`src/rtl/trigger_network_sync_pkg.sv`:
```
// Shared types and limits for the trigger network synchronisation controller.
// Optional statistics counters are enabled with TRIGGER_NETWORK_SYNC_STATS_EN.
package trigger_network_sync_pkg;

  localparam int NETSYNC_MAX_TRIGGERS = 32;

  typedef enum logic [1:0] {
    NS_IDLE = 2'd0,
    NS_RUN  = 2'd1,
    NS_SYNC = 2'd2,
    NS_DONE = 2'd3
  } netsync_state_t;

endpackage

```
`src/rtl/trigger_sleep_debounce.sv`:
```
// Counts consecutive cycles of an active input and flags the cycle on which
// the run reaches THRESHOLD; clear or a gap restarts the count from zero.
module trigger_sleep_debounce #(
  parameter int THRESHOLD = 16,
  parameter int CNT_W     = 16
) (
  input  logic clk,
  input  logic rst,
  input  logic clear,
  input  logic active,
  output logic hit
);

  localparam logic [CNT_W-1:0] LAST = CNT_W'(THRESHOLD - 1);

  logic [CNT_W-1:0] cnt;

  assign hit = active && (cnt == LAST);

  // Count saturates at LAST so a long sleep run never wraps back into a false hit.
  always_ff @(posedge clk) begin
    if (rst || clear || !active) begin
      cnt <= '0;
    end else if (cnt != LAST) begin
      cnt <= cnt + CNT_W'(1);
    end else begin
      cnt <= cnt;
    end
  end

endmodule

```
`src/rtl/trigger_network_sync.sv`:
```
// Network-level idle detection and sync-round scheduler above N actor triggers.
// Define TRIGGER_NETWORK_SYNC_STATS_EN to make sync_rounds/run_cycles live.
module trigger_network_sync
  import trigger_network_sync_pkg::*;
#(
  parameter int NUM_TRIGGERS = 4,
  parameter int SLEEP_CYCLES = 16,
  parameter int ROUND_W      = 16
) (
  input  logic                    ap_clk,
  input  logic                    ap_rst,
  input  logic                    ap_start,
  output logic                    ap_done,
  output logic                    ap_idle,
  output logic                    ap_ready,
  input  logic [NUM_TRIGGERS-1:0] sleep,
  input  logic [NUM_TRIGGERS-1:0] sync_wait,
  input  logic [NUM_TRIGGERS-1:0] sync_exec,
  output logic                    all_sleep,
  output logic                    all_sync,
  output logic                    all_sync_wait,
  output logic                    all_sync_exec,
  output logic [ROUND_W-1:0]      sync_rounds,
  output logic [31:0]             run_cycles
);

  netsync_state_t state;
  netsync_state_t state_nx;
  logic           all_asleep;
  logic           settled;
  logic           any_exec;
  logic           sleep_hit;

  assign all_asleep = &sleep;
  // A trigger flagging both wait and exec counts as exec via any_exec.
  assign settled    = &(sync_wait | sync_exec);
  assign any_exec   = |sync_exec;

  trigger_sleep_debounce #(
    .THRESHOLD (SLEEP_CYCLES),
    .CNT_W     (16)
  ) u_sleep_debounce (
    .clk    (ap_clk),
    .rst    (ap_rst),
    .clear  (state != NS_RUN),
    .active (all_asleep),
    .hit    (sleep_hit)
  );

  always_comb begin
    state_nx = state;
    case (state)
      NS_IDLE: state_nx = ap_start ? NS_RUN : NS_IDLE;
      NS_RUN:  state_nx = sleep_hit ? NS_SYNC : NS_RUN;
      NS_SYNC: begin
        if (!settled) begin
          state_nx = NS_SYNC;
        end else if (any_exec) begin
          state_nx = NS_RUN;
        end else begin
          state_nx = NS_DONE;
        end
      end
      NS_DONE: state_nx = NS_IDLE;
      default: state_nx = NS_IDLE;
    endcase
  end

  // Broadcasts and handshake are registered alongside the state they describe.
  always_ff @(posedge ap_clk) begin
    if (ap_rst) begin
      state         <= NS_IDLE;
      ap_idle       <= 1'b1;
      ap_done       <= 1'b0;
      ap_ready      <= 1'b0;
      all_sleep     <= 1'b0;
      all_sync      <= 1'b0;
      all_sync_wait <= 1'b0;
      all_sync_exec <= 1'b0;
    end else begin
      state         <= state_nx;
      ap_idle       <= (state_nx == NS_IDLE);
      ap_done       <= (state == NS_DONE);
      ap_ready      <= (state == NS_DONE);
      all_sleep     <= (state == NS_RUN) && all_asleep;
      all_sync      <= (state_nx == NS_SYNC);
      all_sync_wait <= (state == NS_SYNC) && settled && !any_exec;
      all_sync_exec <= (state == NS_SYNC) && settled && any_exec;
    end
  end

`ifdef TRIGGER_NETWORK_SYNC_STATS_EN
  logic round_end;

  assign round_end = (state == NS_SYNC) && settled;

  // Stats clear on a fresh start and otherwise hold, so they stay readable after done.
  always_ff @(posedge ap_clk) begin
    if (ap_rst) begin
      sync_rounds <= '0;
      run_cycles  <= '0;
    end else if (state == NS_IDLE) begin
      if (ap_start) begin
        sync_rounds <= '0;
        run_cycles  <= '0;
      end else begin
        sync_rounds <= sync_rounds;
        run_cycles  <= run_cycles;
      end
    end else begin
      if (!(&run_cycles)) begin
        run_cycles <= run_cycles + 32'd1;
      end else begin
        run_cycles <= run_cycles;
      end
      if (round_end && !(&sync_rounds)) begin
        sync_rounds <= sync_rounds + ROUND_W'(1);
      end else begin
        sync_rounds <= sync_rounds;
      end
    end
  end
`else
  assign sync_rounds = '0;
  assign run_cycles  = 32'd0;
`endif

endmodule

```
`config.mk`:
```
export PLATFORM = sky130hd
export DESIGN_NAME = trigger_network_sync
export DESIGN_NICKNAME = d
export VERILOG_FILES = /design/src/rtl/trigger_network_sync_pkg.sv /design/src/rtl/trigger_sleep_debounce.sv /design/src/rtl/trigger_network_sync.sv
export SDC_FILE = /design/constraint.sdc
export NUM_CORES = 1
export LEC_CHECK = 0
export BUFFER_PORTS_ARGS = -buffer_cell sky130_fd_sc_hd__buf_2
export CORE_MARGIN = 10
export CORE_UTILIZATION = 42
export DETAILED_ROUTE_END_ITERATION = 6
export GPL_TIMING_DRIVEN = 0
export PLACE_DENSITY = 0.76
export RECOVER_POWER = 25
export SLEW_MARGIN = 20
export SYNTH_ARGS = -nofsm -noshare
export SYNTH_HDL_FRONTEND = slang
export SYNTH_HIERARCHICAL = 1
export SYNTH_SLANG_ARGS = --single-unit
```
`constraint.sdc`:
```
create_clock -name ap_clk -period 1.6 [get_ports ap_clk]
set_input_delay 0.32 -clock ap_clk [delete_from_list [all_inputs] [get_ports ap_clk]]
set_output_delay 0.32 -clock ap_clk [all_outputs]
set_load 0.01 [all_outputs]
```
# After elaboration in Yosys (flattened, before gate mapping)
# Index checks and enable logic that the tools add are counted.
# word_totals
in_bits	15
word_cells	36
register_bits	24
# classes
addsub	1
mux	5
n_eq_ne	7
n_reduce_logical	14
bitwise_logic	1
# ops
cell	count
16-bit by 1-bit adder with 16-bit output, second input constant	1
16-bit by 4-bit == test with 1-bit output, second input constant	1
16-bit by 4-bit != test with 1-bit output, second input constant	1
2-bit case mux with 4 select lines	1
4-bit AND reduction	2
2-bit == test, second input constant	3
2-bit two-way mux	3
1-bit logical AND	5
2-bit logical NOT	2
4-bit OR	1
4-bit OR reduction	1
2-bit by 1-bit == test with 1-bit output, second input constant	1
1-bit logical NOT	2
1-bit logical OR	2
2-bit by 1-bit != test with 1-bit output, second input constant	1
1-bit two-way mux	1

# Depth between registers and ports, before layout
# logic_depth
word_depth	5
depth_mapped	8

# Cells and area by module
# Netlist, hierarchy kept.
# modules_own_cells
mod	area_per_inst_um2	seq_area_each_um2	instances	cells_per_inst
trigger_sleep_debounce	794.5	320.3	1	90
trigger_network_sync	678.2	160.2	1	81

# Least setup slack after synthesis
# Ideal clock, no wire load.
# synth_timing
path_kind	reg-to-reg
startpoint	register u_sleep_debounce.cnt[0]
endpoint	register all_sync
path_stages_with_launch	9
setup_ns	0.070
n_path_buf	0
synth_period_minus_slack_ns	1.606
t_arrival_ns	1.536
path_slack_ns	-0.006
cell_sequence	dfxtp_1 ha_1 nand3_2 nand4b_2 nor2_1 o21ai_0 o31ai_1 a21oi_1 a21oi_1
# synth_between
elab_chain_cells	5
# synth_rtl
element	line_no	rtl
from (decl)	trigger_sleep_debounce.sv:16	logic [CNT_W-1:0] cnt;
from (signal assigned)	trigger_sleep_debounce.sv:25	cnt <= cnt + CNT_W'(1);
from (signal assigned)	trigger_sleep_debounce.sv:27	cnt <= cnt;
16-bit by 4-bit == test with 1-bit output	trigger_sleep_debounce.sv:18	assign hit = active && (cnt == LAST);
1-bit logical AND	trigger_sleep_debounce.sv:18	
named net sleep_hit	trigger_network_sync.sv:32	logic sleep_hit;
2-bit two-way mux	trigger_network_sync.sv:54	NS_RUN: state_nx = sleep_hit ? NS_SYNC : NS_RUN;
2-bit case mux with 4 select lines	trigger_network_sync.sv:52	case (state)
2-bit == test	trigger_network_sync.sv:86	all_sync <= (state_nx == NS_SYNC);
to (signal assigned)	trigger_network_sync.sv:86	
to (decl)	trigger_network_sync.sv:20	output logic all_sync,
# The timed path passes the listed nets, and every way through them passes these cells.
# A chain may end at the register's enable or synchronous reset.

# Worst setup path after layout
# layout_timing
startpoint	register state[1]
endpoint	register u_sleep_debounce.cnt[13]
# layout_between
elab_chain_cells	3
# layout_rtl
element	line_no	rtl
from (decl)	trigger_network_sync.sv:27	netsync_state_t state;
from (signal assigned)	trigger_network_sync.sv:81	state <= state_nx;
2-bit by 1-bit != test with 1-bit output	trigger_network_sync.sv:45	.clear (state != NS_RUN),
1-bit logical OR (2 in series)	trigger_sleep_debounce.sv:22	if (rst || clear || !active) begin
# No other way between the ends.

==> flow_metrics.py <==
metrics = {
    "status": {
        "status": "completed",
    },
    "power_and_ir_drop": {
        "powerDensity_mw_per_mm2": 559.1,
        "p_leak_nw": 0.9484,
        "irDropWorstVdd_uv": 341.6,
    },
    "synth": {
        "netlist_instances": 171,
        "yosys.area.top_type_share_pct": 32.63,
        "synth_area_per_cell_sq_um": 8.612,
        "synthDistinctLibCells": 40,
        "yosysWarnings": 6,
        "synth_top_flop_cell": "dfxtp_1",
        "synth_area_sq_mm": 0.001473,
        "async_reset_ff_share_pct": 0,
        "synth-edff-count": 0,
        "synth.area.top_cells": "dfxtp_1 33%, buf_4 25%, nand2_1 3.6%",
        "ys_seq_area_share_pct": 32.63,
        "synth.ff_latch_count": 24,
        "yosysTopAreaCell": "dfxtp_1",
    },
    "critical_path": {
        "path_class": "flip-flop to flip-flop",
        "arrival_ns": 1.83,
        "path_cells": "nand2b_4, or3_4, buf_2, nor4_1, o21bai_1",
        "critPathTopFamily": "simple AND/OR/NAND/NOR gates",
        "cp.required_ns": 1.86,
        "cp_slowest_stage_delay_ns": 0.39,
        "path_buf_inv": 1,
        "endpoint_kind": "flip-flop",
        "cpMaxStageDelayCell": "or3_4",
        "crit_fanout": 10,
        "startpoint_type": "flip-flop",
    },
    "place": {
        "place_ws_ns": -0.1443,
        "place_congestion": 0.8242,
        "dp_cells": 285,
        "dpl.hpwl_um": 2472,
        "io_buffers": 21,
    },
    "floorplan": {
        "die_h_um": 79.22,
        "io_pins": 70,
        "die_x_um": 79.22,
        "start_util_pct": 43.79,
        "num_rows": 21,
        "coreArea_sq_mm": 0.003363,
        "die-area_sq_mm": 0.006275,
    },
    "clock_tree": {
        "cts_max_level": 1,
        "clockRootBuffer": "clkbuf_4",
        "cts.path.max_buffers": 2,
        "cts_tree": "done",
        "clock_latency_ns": 0.32,
        "numClockSinks": 24,
        "cts_buffers": 3,
        "postCtsHoldBufs": 0,
        "clkTransAtPathRegs_ns": 0.13,
    },
    "drt": {
        "wire_per_inst_um": 10.98,
        "viasPerCell": 4.170,
        "dr_total_vias": 1226,
        "drcViolationCount": 0,
        "wl_um": 3227,
        "ant_nets": 0,
        "dr.pass1.iters": 4,
        "drt-initial-drc-count": 49,
    },
    "final_layout": {
        "layout_common_cells": "54 x buf_4, 48 x conb_1, 22 x buf_2",
        "insertedDiodeCount": 0,
        "stdcell_count": 294,
        "num-nets-final": 265,
        "multi_input_area_sq_um": 858.3,
        "nFillCells": 329,
        "seq_area_sq_um": 496.7,
        "final_common_cell": "buf_4",
        "area_growth_pct": 34.66,
        "drive_above_1_share_pct": 42.34,
    },
    "global_routing": {
        "grt_pass1_vias": 1230,
        "overflow": 0,
        "grt_max_degree": 14,
        "grtUsageTotal_pct": 9.698,
        "grt_pass1_wl_um": 5168,
        "antenna_found_initial": 0,
    },
    "sta": {
        "fmax_mhz": 637.4,
        "slew_viol_final": 0,
        "setup_violations": 0,
        "period_needed_ns": 1.569,
        "hold_viol": 0,
        "finClkSkew_ns": 0.01207,
        "whs_ns": 0.2648,
        "setup_slack_ns": 0.03105,
        "fin_crit_sh_pct": 98.06,
    },
    "flow_run": {
        "maxCapViolCount": 0,
    },
    "hold_path": {
        "holdCritPathClass": "primary input to flip-flop",
    },
}
state kept, by name, summed over array words and instances (netlist names):
register              count
all_sync                  1
ap_idle                   1
ap_ready                  1
state                     2
all_sync_exec             1
all_sleep                 1
all_sync_wait             1
u_sleep_debounce/cnt     16
worst paths after layout:
check / start / end / slack, ns / cells past startpoint
max reg2reg: state[1] / u_sleep_debounce/cnt[13] / 0.03 / 5
min: ap_rst / state[0] / 0.26 / 2
max: state[1] / u_sleep_debounce/cnt[13] / 0.03 / 5
min reg2reg: state[1] / state[0] / 0.49 / 1
per-layer routing:
metal | up-vias | global-route usage [%] | part of all wire, %
li1 | 652 | - | -
met1 | 516 | 8.974 | 37
met2 | 54 | 17.13 | 49
met3 | 4 | 6.419 | 13
met4 | 0 | 2.688 | 0.74
met5 | - | 0 | 0
worst register-to-register path, delay by kind of cell, from the launching register on:
kind	cells	cell delay, ns
AND/OR/NAND/NOR	3	0.80
flip-flops	1	0.38
buffers and inverters	1	0.20
AO/OA/AOI/OAI	1	0.14
timing repair:
| item | CTS | global route |
|---|---|---|
| endpoints found under the setup margin | 5 | 12 |
| setup buffers | 1 | 4 |
| cloned | 0 | 0 |
| resized for setup | 7 | 15 |
| pin swaps | 0 | 4 |
area by class of cell:
type / count / area share [%]
plain buffers: 51 / 19.37
clock buffers: 4 / 1.830
inverters: 2 / 0.3785
multi-input cells: 141 / 43.28
flip-flops and latches: 24 / 25.05
well taps: 46 / 2.902
repair buffers: 26 / 7.192
power breakdown:
part	total, mW	switching [mW]	leakage [nW]	internal [mW]
Clock	0.316	0.177	0.0210	0.139
Combinational	0.190	0.0906	0.729	0.0993
Sequential	0.602	0.00410	0.199	0.598
logic make-up after synthesis:
kind of cell,after synthesis,share of synthesized area [%]
muxes,2,1.359
and+or+nand+nor,64,25.40
other,1,0.2546
DFF,24,32.63
xor gates and xnor gates,7,4.163
adders and majority gates,1,0.8495
AOI/OAI and AO/OA,19,8.750
buffers and inverters,53,26.59
through the flow:
step	area [sq um]	TNS (ns)	utilization [%]	power, mW
detailed placement	1821	-0.7773	54.13	0.7976
floorplan	1658	0	-	0.7728
finish	1983	0	58.97	1.109
global placement	1821	-0.6241	54.13	0.7964
CTS	1896	0	56.36	1.115
global route	1983	-0.02135	58.97	1.170
cells in the mapped netlist, types with 3 or more instances:
cell / n
xnor2_1: 4
nor4_1: 6
nand3_2: 3
o31ai_1: 3
nor3_1: 3
or4_1: 3
dfxtp_1: 24
xor2_1: 3
o21ai_0: 3
buf_4: 49
nand2_1: 14
a21oi_1: 5
nand4_1: 4
nor2_1: 14
(Power assumes the default switching activity.)
